$ cat config.mk
export PLATFORM = sky130hd
export DESIGN_NAME = poly_loader_driver
export DESIGN_NICKNAME = d
export VERILOG_FILES = /design/src/rtl/poly_loader_driver_pkg.sv /design/src/rtl/poly_loader_driver.sv
export SDC_FILE = /design/constraint.sdc
export NUM_CORES = 1
export LEC_CHECK = 0
export ABC_AREA = 1
export CORE_UTILIZATION = 40
export DETAILED_ROUTE_END_ITERATION = 6
export PLACE_DENSITY = 0.66
export RECOVER_POWER = 50
export SLEW_MARGIN = 40
export SYNTH_ARGS = -nofsm -noshare
export SYNTH_HDL_FRONTEND = slang
export SYNTH_SLANG_ARGS = --single-unit
$ cat constraint.sdc
create_clock -name clk -period 1.6 [get_ports clk]
set_clock_uncertainty 0.05 [all_clocks]
set_input_delay 0.16 -clock clk [delete_from_list [all_inputs] [get_ports clk]]
set_output_delay 0.16 -clock clk [all_outputs]
set_load 0.05 [all_outputs]
$ cat src/rtl/poly_loader_driver_pkg.sv
// Shared poly package: driver and evaluator state encodings, operand-index
// constants, the captured operand set and the operand-select helper.
package poly_loader_driver_pkg;

  localparam int unsigned DATA_W = 8;
  localparam int unsigned CNT_W  = 8;
  localparam int unsigned IDX_W  = 2;
  localparam int unsigned ST_W   = 3;

  // Loader/driver FSM encodings
  localparam logic [ST_W-1:0] ST_IDLE     = 3'd0;
  localparam logic [ST_W-1:0] ST_SETUP    = 3'd1;
  localparam logic [ST_W-1:0] ST_PRESS    = 3'd2;
  localparam logic [ST_W-1:0] ST_RELEASE  = 3'd3;
  localparam logic [ST_W-1:0] ST_WAIT_RES = 3'd4;
  localparam logic [ST_W-1:0] ST_DONE     = 3'd5;

  // Downstream evaluator FSM encodings
  localparam logic [ST_W-1:0] EV_ST_IDLE   = 3'd0;
  localparam logic [ST_W-1:0] EV_ST_LOAD   = 3'd1;
  localparam logic [ST_W-1:0] EV_ST_EVAL   = 3'd2;
  localparam logic [ST_W-1:0] EV_ST_RESULT = 3'd3;

  // Operand index: order in which operands are presented to the evaluator
  localparam logic [IDX_W-1:0] IDX_A = 2'd0;
  localparam logic [IDX_W-1:0] IDX_B = 2'd1;
  localparam logic [IDX_W-1:0] IDX_C = 2'd2;
  localparam logic [IDX_W-1:0] IDX_X = 2'd3;

  typedef struct packed {
    logic [DATA_W-1:0] a;
    logic [DATA_W-1:0] b;
    logic [DATA_W-1:0] c;
    logic [DATA_W-1:0] x;
  } poly_ops_t;

  // Select the operand driven on the bus for a given index
  function automatic logic [DATA_W-1:0] op_sel(input poly_ops_t ops,
                                                input logic [IDX_W-1:0] idx);
    logic [DATA_W-1:0] sel;
    case (idx)
      IDX_A:   sel = ops.a;
      IDX_B:   sel = ops.b;
      IDX_C:   sel = ops.c;
      default: sel = ops.x;
    endcase
    return sel;
  endfunction

endpackage

$ cat src/rtl/poly_loader_driver.sv
// Polynomial operand loader: presents a, b, c, x to the evaluator with a
// setup / press / release strobe per operand, waits for the evaluator and
// captures its result.
// Ports:
//   clk, resetn          clock, synchronous active-low reset
//   start                request one transaction (sampled in IDLE only)
//   op_a..op_x           operands, captured on accepted start
//   result_in            evaluator result register
//   go, data_out         load strobe and operand bus to the evaluator
//   busy, done, result   status and captured result
module poly_loader_driver
  import poly_loader_driver_pkg::*;
#(
  parameter int unsigned PULSE_CYCLES = 2,
  parameter int unsigned GAP_CYCLES   = 1,
  parameter int unsigned RESULT_WAIT  = 6
) (
  input  logic              clk,
  input  logic              resetn,
  input  logic              start,
  input  logic [DATA_W-1:0] op_a,
  input  logic [DATA_W-1:0] op_b,
  input  logic [DATA_W-1:0] op_c,
  input  logic [DATA_W-1:0] op_x,
  input  logic [DATA_W-1:0] result_in,
  output logic              go,
  output logic [DATA_W-1:0] data_out,
  output logic              busy,
  output logic              done,
  output logic [DATA_W-1:0] result
);

  logic [ST_W-1:0]   state_q,    state_d;
  logic [CNT_W-1:0]  cnt_q,      cnt_d;
  logic [IDX_W-1:0]  idx_q,      idx_d;
  poly_ops_t         ops_q,      ops_d;
  logic [DATA_W-1:0] result_q,   result_d;
  logic              go_q,       go_d;
  logic [DATA_W-1:0] data_out_q, data_out_d;
  logic              busy_q,     busy_d;
  logic              done_q,     done_d;

  // Next-state, counter and registered-output decode
  always_comb begin
    state_d  = state_q;
    cnt_d    = cnt_q;
    idx_d    = idx_q;
    ops_d    = ops_q;
    result_d = result_q;

    case (state_q)
      ST_IDLE: begin
        if (start) begin
          ops_d   = '{a: op_a, b: op_b, c: op_c, x: op_x};
          idx_d   = IDX_A;
          cnt_d   = CNT_W'(GAP_CYCLES);
          state_d = ST_SETUP;
        end
      end
      ST_SETUP: begin
        if (cnt_q <= 8'd1) begin
          cnt_d   = CNT_W'(PULSE_CYCLES);
          state_d = ST_PRESS;
        end else begin
          cnt_d = cnt_q - 8'd1;
        end
      end
      ST_PRESS: begin
        if (cnt_q <= 8'd1) begin
          cnt_d   = '0;
          state_d = ST_RELEASE;
        end else begin
          cnt_d = cnt_q - 8'd1;
        end
      end
      ST_RELEASE: begin
        if (idx_q == IDX_X) begin
          cnt_d   = CNT_W'(RESULT_WAIT);
          state_d = ST_WAIT_RES;
        end else begin
          idx_d   = idx_q + 2'd1;
          cnt_d   = CNT_W'(GAP_CYCLES);
          state_d = ST_SETUP;
        end
      end
      ST_WAIT_RES: begin
        if (cnt_q <= 8'd1) begin
          cnt_d    = '0;
          result_d = result_in;
          state_d  = ST_DONE;
        end else begin
          cnt_d = cnt_q - 8'd1;
        end
      end
      ST_DONE: begin
        idx_d   = IDX_A;
        state_d = ST_IDLE;
      end
      default: begin
        state_d = ST_IDLE;
      end
    endcase

    // Outputs are decoded from the next state so they line up with the state register
    go_d       = (state_d == ST_PRESS);
    busy_d     = (state_d != ST_IDLE);
    done_d     = (state_d == ST_DONE);
    data_out_d = '0;
    if ((state_d == ST_SETUP) || (state_d == ST_PRESS) || (state_d == ST_RELEASE)) begin
      data_out_d = op_sel(ops_d, idx_d);
    end
  end

  // State and output registers
  always_ff @(posedge clk) begin
    if (!resetn) begin
      state_q    <= ST_IDLE;
      cnt_q      <= '0;
      idx_q      <= '0;
      ops_q      <= '0;
      result_q   <= '0;
      go_q       <= 1'b0;
      data_out_q <= '0;
      busy_q     <= 1'b0;
      done_q     <= 1'b0;
    end else begin
      state_q    <= state_d;
      cnt_q      <= cnt_d;
      idx_q      <= idx_d;
      ops_q      <= ops_d;
      result_q   <= result_d;
      go_q       <= go_d;
      data_out_q <= data_out_d;
      busy_q     <= busy_d;
      done_q     <= done_d;
    end
  end

  assign go       = go_q;
  assign data_out = data_out_q;
  assign busy     = busy_q;
  assign done     = done_q;
  assign result   = result_q;

endmodule

**Word-level counts from Yosys, hierarchy flattened**

Index checks and enable logic that the tools add are counted.

- Register bits: 64
- Bits in latches: 0
- RAM bits: 0
- Memory bits (read-only): 0
- Output and inout port bits: 19
- Memories: 0

- Add/subtract/negate cells: 2
- $mul: 0
- Div/mod/pow operators: 0
- Order comparisons: 1
- Equal/unequal tests: 13
- Shift-type cells: 0
- Mux-type cells: 17
- Bitwise logic cells: 0
- Reduce and logical (&&, ||, !) cells: 10

Operators with widths:

| operator | number |
|---|---|
| 32-bit two-way mux | 2 |
| 8-bit one-hot mux with 4 select lines | 1 |
| 8-bit two-way mux | 3 |
| 8-bit one-hot mux with 3 select lines | 1 |
| 3-bit two-way mux | 6 |
| 3-bit one-hot mux with 5 select lines | 1 |
| 3-bit by 2-bit equality test with 1-bit output, second input constant | 4 |
| 3-bit equality test, second input constant | 3 |
| 8-bit by 1-bit <= comparator with 1-bit output, second input constant | 1 |
| 8-bit by 1-bit subtractor with 8-bit output, second input constant | 1 |
| 3-bit by 1-bit equality test with 1-bit output, second input constant | 2 |
| 2-bit one-hot mux with 3 select lines | 1 |
| 2-bit AND reduction | 3 |
| 2-bit equality test, second input constant | 2 |
| 2-bit two-way mux | 2 |
| 4-bit nonzero test | 1 |
| 3-bit logical NOT | 1 |
| 3-bit nonzero test | 1 |
| 2-bit by 1-bit adder with 2-bit output, second input constant | 1 |
| 2-bit by 1-bit equality test with 1-bit output, second input constant | 1 |
| 2-bit logical NOT | 1 |
| 1-bit logical OR | 2 |
| 2-bit != test, second input constant | 1 |
| 2-bit OR reduction | 1 |

**Longest topological paths before layout**

Gate-level depths: netlist of the first run.

- Depth in word-level cells: 7
- Mapped depth: 12

**Worst setup path before layout of the first run**

OpenSTA, ideal clock, no wires.

- Kind: register -> register
- Start point: register cnt_q[0]
- End point: register result_q[0], in the netlist result[0]
- Setup time: 0.065 ns
- Arrival time: 1.397 ns
- Data required time: 1.485 ns
- Slack: 0.089 ns
- Cell stages (with the launch flop): 11
- Period minus slack after synthesis: 1.511 ns
- Cells stage by stage: dfxtp_1 > inv_1 > ha_1 > inv_1 > nand2_1 > nand2_1 > nor2_1 > nand3_1 > inv_1 > nor2_1 > nor2_1

- Cells in the longest elaborated chain, start to end: 2

Ends and longest elaborated chain:

| what | line | RTL |
|---|---|---|
| start, declared | poly_loader_driver.sv:34 | `logic [CNT_W-1:0] cnt_q, cnt_d;` |
| start signal, assigned | poly_loader_driver.sv:128 | `cnt_q <= cnt_d;` |
| 8-bit by 1-bit <= comparator with 1-bit output | poly_loader_driver.sv:87 | `if (cnt_q <= 8'd1) begin` |
| 2-bit AND reduction (no line) | -- |  |
| end signal, assigned | poly_loader_driver.sv:131 | `result_q <= result_d;` |
| end, declared | poly_loader_driver.sv:37 | `logic [DATA_W-1:0] result_q, result_d;` |

No other way between the ends.
A chain may end at the register's enable or synchronous reset.

**Worst setup path in the final report of the first run**

- Start point: register state_q[0]
- End point: register data_out_q[1], in the netlist data_out[1]

- Cells in the longest elaborated chain, start to end: 6
- Elaborated cells between the ends (all ways): 23
- Those cells by class: eq/ne: 10; mux: 8; reduce/logical: 5

Ends and longest elaborated chain:

| what | line | RTL |
|---|---|---|
| start, declared | poly_loader_driver.sv:33 | `logic [ST_W-1:0] state_q, state_d;` |
| start signal, assigned | poly_loader_driver.sv:127 | `state_q <= state_d;` |
| 3-bit equality test (tied with other cells) | poly_loader_driver.sv:51 | `case (state_q)` |
| 3-bit one-hot mux with 5 select lines | poly_loader_driver.sv:51 |  |
| 3-bit by 1-bit equality test with 1-bit output / 3-bit by 2-bit equality test with 1-bit output (equally long branches) | poly_loader_driver.sv:109 | `if ((state_d == ST_SETUP) \|\| (state_d == ST_PRESS) \|\| (state_d == ST_RELEASE)) begin` |
| 1-bit logical OR (2 in series) | poly_loader_driver.sv:109 |  |
| 2-bit AND reduction (no line) | -- |  |
| end signal, assigned | poly_loader_driver.sv:133 | `data_out_q <= data_out_d;` |
| end, declared | poly_loader_driver.sv:39 | `logic [DATA_W-1:0] data_out_q, data_out_d;` |

Parallel ways exist; a longest one is shown, timed or not.

==> metrics.md, run 1 <==
| Metric | Value |
|---|---|
| Crit start category | `register` |
| Maximum vdd drop | `roughly 0.88 mV` |
| Power Density | `~1900 nW/µm²` |
| Post-synth top cells | `nand2_1, nor2_1, dfxtp_1, inv_1` |
| IO buf count | `slightly above 60` |
| Core ar. | `approximately 7300 µm²` |
| Area Overhead vs Synth | `55.8%` |
| Largest net degree at the start of global routing | `40` |
| Io pins | `62` |
| Post-DRT Antenna Nets | `0` |
| Number of global-route vias before repair | `~2700` |
| Setup crit end kind | `register` |
| Status | `finished, violations left` |
| Initial antenna violation count | `0` |
| CP required | `around 1.8 ns` |
| WS Path Type | `reg2reg` |
| Initial core utilization | `between 40% and 50%` |
| Filler cells | `~630` |
| Layout cell share with drive strength beyond 1 | `between 30% and 40%` |
| Syn. warnings | `0` |
| Placed cell area | `~4100 µm²` |
| GPL Wtd Cong | `0.775` |
| Max Cap Viol | `0` |
| Final setup TNS | `-0.0816 ns` |
| Register area share after synthesis | `~42%` |
| Worst path cell trace | `buf_6 -> nand3_4 -> nor2_4 -> inv_2 -> nand2_2 -> nor2_4 -> buf_12 -> nand3_1 -> nand2_1 -> nor2_1 -> nor2_1` |
| Clock sinks | `64` |
| Yosys cell types | `36` |
| GRT overflow | `0` |
| Dominant cell type by area after synthesis | `dfxtp_1` |
| Netlist Area Pre-Place | `about 3000 µm²` |
| Syn Nets | `475` |
| Post-route worst setup slack | `-0.0403 ns` |
| Worst hold path type | `in2reg` |
| Final Hold Viols | `0` |
| Top-count cell post-synth | `nand2_1` |
| Critical path buffer and inverter count | `3` |
| Combinational fraction of design power | `56.8%` |
| Post-DR wirelength/cell | `between 10 and 15 µm` |
| Routed wire length | `approximately 8400 µm` |
| Die Ht | `89.2 µm` |
| Longest Clk Path Bufs | `2` |
| Fin crit share | `103%` |
| Arr. time, crit path | `1.83 ns` |
| Failing checks | `negative setup slack` |
| Detailed Routing Iterations Pass 1 | `4` |
| # DRC | `0` |
| Final setup vio count | `3` |
| Psw | `about 3.7 mW` |
| Detailed placement HPWL | `approximately 5300 µm` |
| Clk pin slew, worst setup/hold paths | `0.08 ns` |
| First-pass GRT wire length | `~12000 µm` |
| Worst-skew pair later-pin latency | `0.34 ns` |
| Layout Nets | `between 600 and 700` |
| Vias | `between 3000 and 4000` |
| Achievable Freq | `around 610 MHz` |
| Synth top area share | `a little over two fifths` |
| Mapped Avg Cell Area | `between 7 and 8 µm²` |
| Leakage power | `about 2.1 nW` |
| Number of synthesized flops with an enable pin | `0` |
| Largest cells by area after synthesis | `dfxtp_1, nand2_1, nor2_1` |
| Worst path slowest cell | `dfxtp_2` |
| Drt initial violations | `about 120` |
| Critical Path Max Stage Delay | `about 0.36 ns` |
| Clock power share | `between 15 and 20%` |
| Main flop type after synthesis | `dfxtp_1` |
| CTS Buf Count | `9` |
| Worst-path fanout max | `16` |
| Max Slew Vio Count | `0` |
| CTS tree | `done` |
| Delay-heaviest family, CP | `simple AND/OR/NAND/NOR gates` |
| Minimum clock period | `around 1.6 ns` |
| CTS root buf | `clkbuf_8` |
| Slew headroom | `approximately three fifths` |
| Sw frac | `about two fifths` |
| ANT cells | `0` |
| Reg power frac | `25.1%` |
| Die width | `89.2 µm` |
| Vias per std cell | `~4.8` |
| Internal power | `between 5 and 6 mW` |
| Gate Count Post-Synth | `430` |
| CTS Hold Bufs | `0` |
| H-tree depth | `3` |
| Synth Register Bits | `64` |
| Die area | `7950 µm²` |
| Worst-margin pin slew | `a little over 0.6 ns` |
| Non-Filler Instances | `about 660` |
| DP Cell Count | `between 600 and 700` |
| Global Route Usage Sum | `approximately a fifth` |
| Final instance area | `between 4000 and 5000 µm²` |
| # rows | `31` |
| RSZ-0062 raised after global routing | `yes` |
| Fin Hold WS | `between 0.3 and 0.4 ns` |
| Async S/R FF share, synth | `0%` |
sequential cells by signal, indices dropped and copies added (netlist names):
signal and count:
ops_q 32, cnt_q 8, state_q 3, idx_q 2, busy 1, done 1
result 8, data_out 8, go 1
through the flow:
| step | setup slack (ns) | utilization [%] | power [mW] |
|---|---|---|---|
| floorplan | 0.0889 | - | 4.75 |
| global placement | -0.174 | 55.7 | 6.01 |
| detailed placement | -0.220 | 55.7 | 6.09 |
| CTS | -0.00619 | 59.2 | 7.80 |
| finish | -0.0403 | 65.0 | 8.79 |
| global route | -0.113 | 65.0 | 9.41 |
layout by cell type, fill, tap and decap left out, drive strengths merged:
cell           Yosys  layout
a21oi             27      27
a22oi              1       1
a31oi              2       2
buf               11      72
bufinv             0       2
clkbuf             5      31
clkdlybuf4s50      0      42
clkinvlp           0       3
dfxtp             64      64
ha                 2       2
inv               43      45
nand2            105     105
nand3             30      30
nand4              4       4
nor2              77      77
nor3               1       1
nor3b              2       2
o2111ai            1       1
o21a               8       8
o21ai             31      31
o21bai             1       1
or2               12      12
xnor2              1       1
xor2               1       1
final timing paths:
path,startpoint,end,slack [ns],cells past startpoint
hold reg to reg,ops_q[24],ops_q[24],0.42,2
setup / recovery,state_q[0],data_out[1],-0.04,11
setup reg to reg,state_q[0],data_out[1],-0.04,11
hold / removal,op_a[4],ops_q[28],0.33,3
power by group through the flow:
stage	Sequential, mW	Combinational, mW	Clock [mW]
detailed placement	2.21	3.89	0
global placement	2.20	3.82	0
CTS	2.18	4.00	1.62
finish	2.20	4.99	1.60
floorplan	2.47	2.28	0
global route	2.24	5.48	1.69
worst reg2reg max path, cell delays in order, from the launching register on:
cell and delay [ns]:
dfxtp_2 0.36, buf_6 0.14, nand3_4 0.16, nor2_4 0.18
inv_2 0.04, nand2_2 0.07, nor2_4 0.04, buf_12 0.14
nand3_1 0.09, nand2_1 0.07, nor2_1 0.12, nor2_1 0.07
cell type report:
type | instances | area (µm²) | area share, %
Clock buffer | 10 | 138 | 2.90
Sequential cell | 64 | 1290 | 27.1
Tap cell | 99 | 124 | 2.61
Inverter | 44 | 175 | 3.70
Clock inverter | 6 | 91.3 | 1.93
Multi-Input combinational cell | 306 | 1720 | 36.4
Timing Repair Buffer | 135 | 1200 | 25.3
routing by layer:
layer	global-route usage [%]	routed length [µm]	part of all wire [%]
met4	8.08	150	1.8
met5	0	0	0
met2	29.0	3890	47
met3	4.06	445	5.3
met1	28.8	3880	46
what timing repair did:
item	4_1_cts	5_1_grt
gates cloned	0	2
endpoints found under the setup margin	19	28
endpoints found under the hold margin	0	0
pin swaps	1	32
gates resized for setup	9	101
setup buffers	0	18
kinds of logic (layout without fill, tap and decap cells):
| logic type | count (synthesis) | count (layout) | share of synthesized area (%) |
|---|---|---|---|
| AOI/OAI and AO/OA | 71 | 71 | 13.0 |
| xor gates and xnor gates | 2 | 2 | 0.576 |
| adders and majority gates | 2 | 2 | 0.823 |
| buffers and inverters | 60 | 195 | 9.42 |
| DFF | 64 | 64 | 42.1 |
| and+or+nand+nor | 231 | 231 | 34.1 |
Note: power is estimated with default switching activity, not from simulation.
==> inputs of run 2 (changes only) <==
Settings changed: CORE_ASPECT_RATIO set to 1.1.
==> metrics.md, run 2 (synthesis results as in run 1) <==
| Metric | Value |
|---|---|
| Status | `completed` |
| GPL Wtd Cong | `between 0.8 and 0.9` |
| Vias per std cell | `between 4 and 5` |
| Vias | `a little over 3000` |
| First-pass GRT wire length | `around 13000 µm` |
| Post-DR wirelength/cell | `11.7 µm` |
| Leakage power | `between 2 and 2.5 nW` |
| Achievable Freq | `637 MHz` |
| Worst path slowest cell | `dfxtp_4` |
| Worst-path fanout max | `9` |
| Setup crit start | `state_q[1]` |
| Final Hold Viols | `0` |
| Area Overhead vs Synth | `47.3%` |
| Maximum vdd drop | `between 0.6 and 0.7 mV` |
| Drt initial violations | `approximately 130` |
| IO buf count | `slightly above 60` |
| Worst-case reg-to-reg path depth | `12` |
| Max Cap Viol | `0` |
| Clock sinks | `64` |
| Arr. time, crit path | `approximately 1.8 ns` |
| Max Slew Vio Count | `0` |
| Power Density | `roughly 1800 nW/µm²` |
| Largest Register | `ops_q` |
| Most frequent cells in the layout | `nand2_1, nor2_1, dfxtp_1` |
| Final core utilization | `a little over three fifths` |
| Die width | `85.1 µm` |
| Flop2flop setup slack | `0.03 ns` |
| Final instance area | `approximately 4500 µm²` |
| H-tree depth | `3` |
| Crit start category | `register` |
| Global Route Usage Sum | `20.0%` |
| Post-DRT Antenna Nets | `0` |
| Initial antenna violation count | `0` |
| R2r endpoint | `data_out[2]` |
| Die Ht | `between 90 and 100 µm` |
| CTS root buf | `clkbuf_8` |
| Io pins | `62` |
| Worst R2R Start | `state_q[1]` |
| ANT cells | `0` |
| Longest Clk Path Bufs | `2` |
| Detailed placement HPWL | `approximately 5400 µm` |
| Worst path cell trace | `nor2_4 -> buf_6 -> nand2_4 -> inv_2 -> nand2_2 -> nand2_2 -> nor2_4 -> buf_12 -> nand3_1 -> nand2_1 -> nor2_2 -> nor2_1` |
| Minimum clock period | `around 1.6 ns` |
| Layout Nets | `599` |
| Fin Hold WS | `0.343 ns` |
| Core ar. | `~7200 µm²` |
| CTS tree | `done` |
| Setup crit end kind | `register` |
| Final setup vio count | `0` |
| Number of global-route vias before repair | `2900` |
| Largest net degree at the start of global routing | `40` |
| Max reg flops | `32` |
| Worst-skew pair later-pin latency | `between 0.3 and 0.4 ns` |
| # DRC | `0` |
| Worst-margin pin slew | `0.620 ns` |
| Slew headroom | `about three fifths` |
| Most common cell after layout, fill and taps aside | `nand2_1` |
| Die area | `between 7000 and 8000 µm²` |
| Fin crit share | `98.2%` |
| Worst hold path type | `in2reg` |
| Layout cell share with drive strength beyond 1 | `26.1%` |
| WS Path Type | `reg2reg` |
| CTS Buf Count | `9` |
| Detailed Routing Iterations Pass 1 | `4` |
| Setup crit end | `data_out[2]` |
| Initial core utilization | `a little over two fifths` |
| Routed wire length | `~7500 µm` |
| RSZ-0062 raised after global routing | `yes` |
| CTS Hold Bufs | `0` |
| Critical Path Max Stage Delay | `0.36 ns` |
| Filler cells | `650` |
| # rows | `32` |
| CP required | `between 1.5 and 2 ns` |
| Placed cell area | `just over 4000 µm²` |
| Clk pin slew, worst setup/hold paths | `around 0.070 ns` |
| Final setup TNS | `0 ns` |
| GRT overflow | `0` |
==> run 2: cell count changes in the layout (fill, tap and decap cells not counted), moves of 6 or more <==
cell / before / now
o21ai_0: 7 / 15
inv_2: 10 / 3
o21ai_1: 13 / 6
buf_6: 11 / 5
==> run 2: cell type report <==
cell class                 count  area (µm²)  share of cell area [%]
multi-input combinational    306        1610                    35.8
sequential                    64        1290                    28.8
timing repair buffer         129        1100                    24.6
inverter                      44         175                    3.91
clock buffer                  13         159                    3.55
tap                           85         106                    2.37
clock inverter                 3        40.0                   0.894
==> run 2: worst max-delay path: cells and delay by family (launching register included) <==
kind	cells	cell delay, ns
buf+inv	3	0.33
flops	1	0.36
simple gates	9	0.74
==> run 2: per-stage QoR <==
stage / setup WS (ns) / std cells / power (mW)
finish: 0.0293 / 644 / 8.23
global route: -0.0852 / 644 / 8.90
CTS: 0.000605 / 636 / 7.75
global placement: -0.179 / 619 / 6.12
detailed placement: -0.189 / 619 / 6.19
floorplan: 0.0889 / 430 / 4.75
==> run 2: where the power goes <==
| part | switching (mW) | internal [mW] |
|---|---|---|
| Sequential | 0.205 | 2.02 |
| Combinational | 2.54 | 2.07 |
| Clock | 0.599 | 0.801 |
| Total | 3.34 | 4.89 |
==> run 2: repair_timing <==
item                                    4_1_cts  5_1_grt
endpoints found under the setup margin       19       26
pin swaps                                     1       21
resized for setup                             9       49
cloned                                        0        1
setup buffers                                 1        9
==> run 2: metal layers <==
layer | track usage [%] | vias up | routed length (µm)
met3 | 4.06 | 7 | 375
met4 | 9.46 | 0 | 87
met5 | 0 | - | 0
met2 | 33.0 | 62 | 3600
met1 | 24.8 | 1366 | 3450
li1 | - | 1612 | -
==> run 2: how the worst min path moves through the flow <==
stage	start	depth (start not counted)	end	slack (ns)
4_1_cts	op_a[1]	3	ops_q[25]	0.33
3_5_place_dp	ops_q[21]	2	ops_q[21]	0.42
5_1_grt	op_a[0]	3	ops_q[24]	0.34
3_3_place_gp	ops_q[21]	2	ops_q[21]	0.41
6_report	op_a[0]	3	ops_q[24]	0.34
2_1_floorplan	resetn	2	cnt_q[0]	0.25
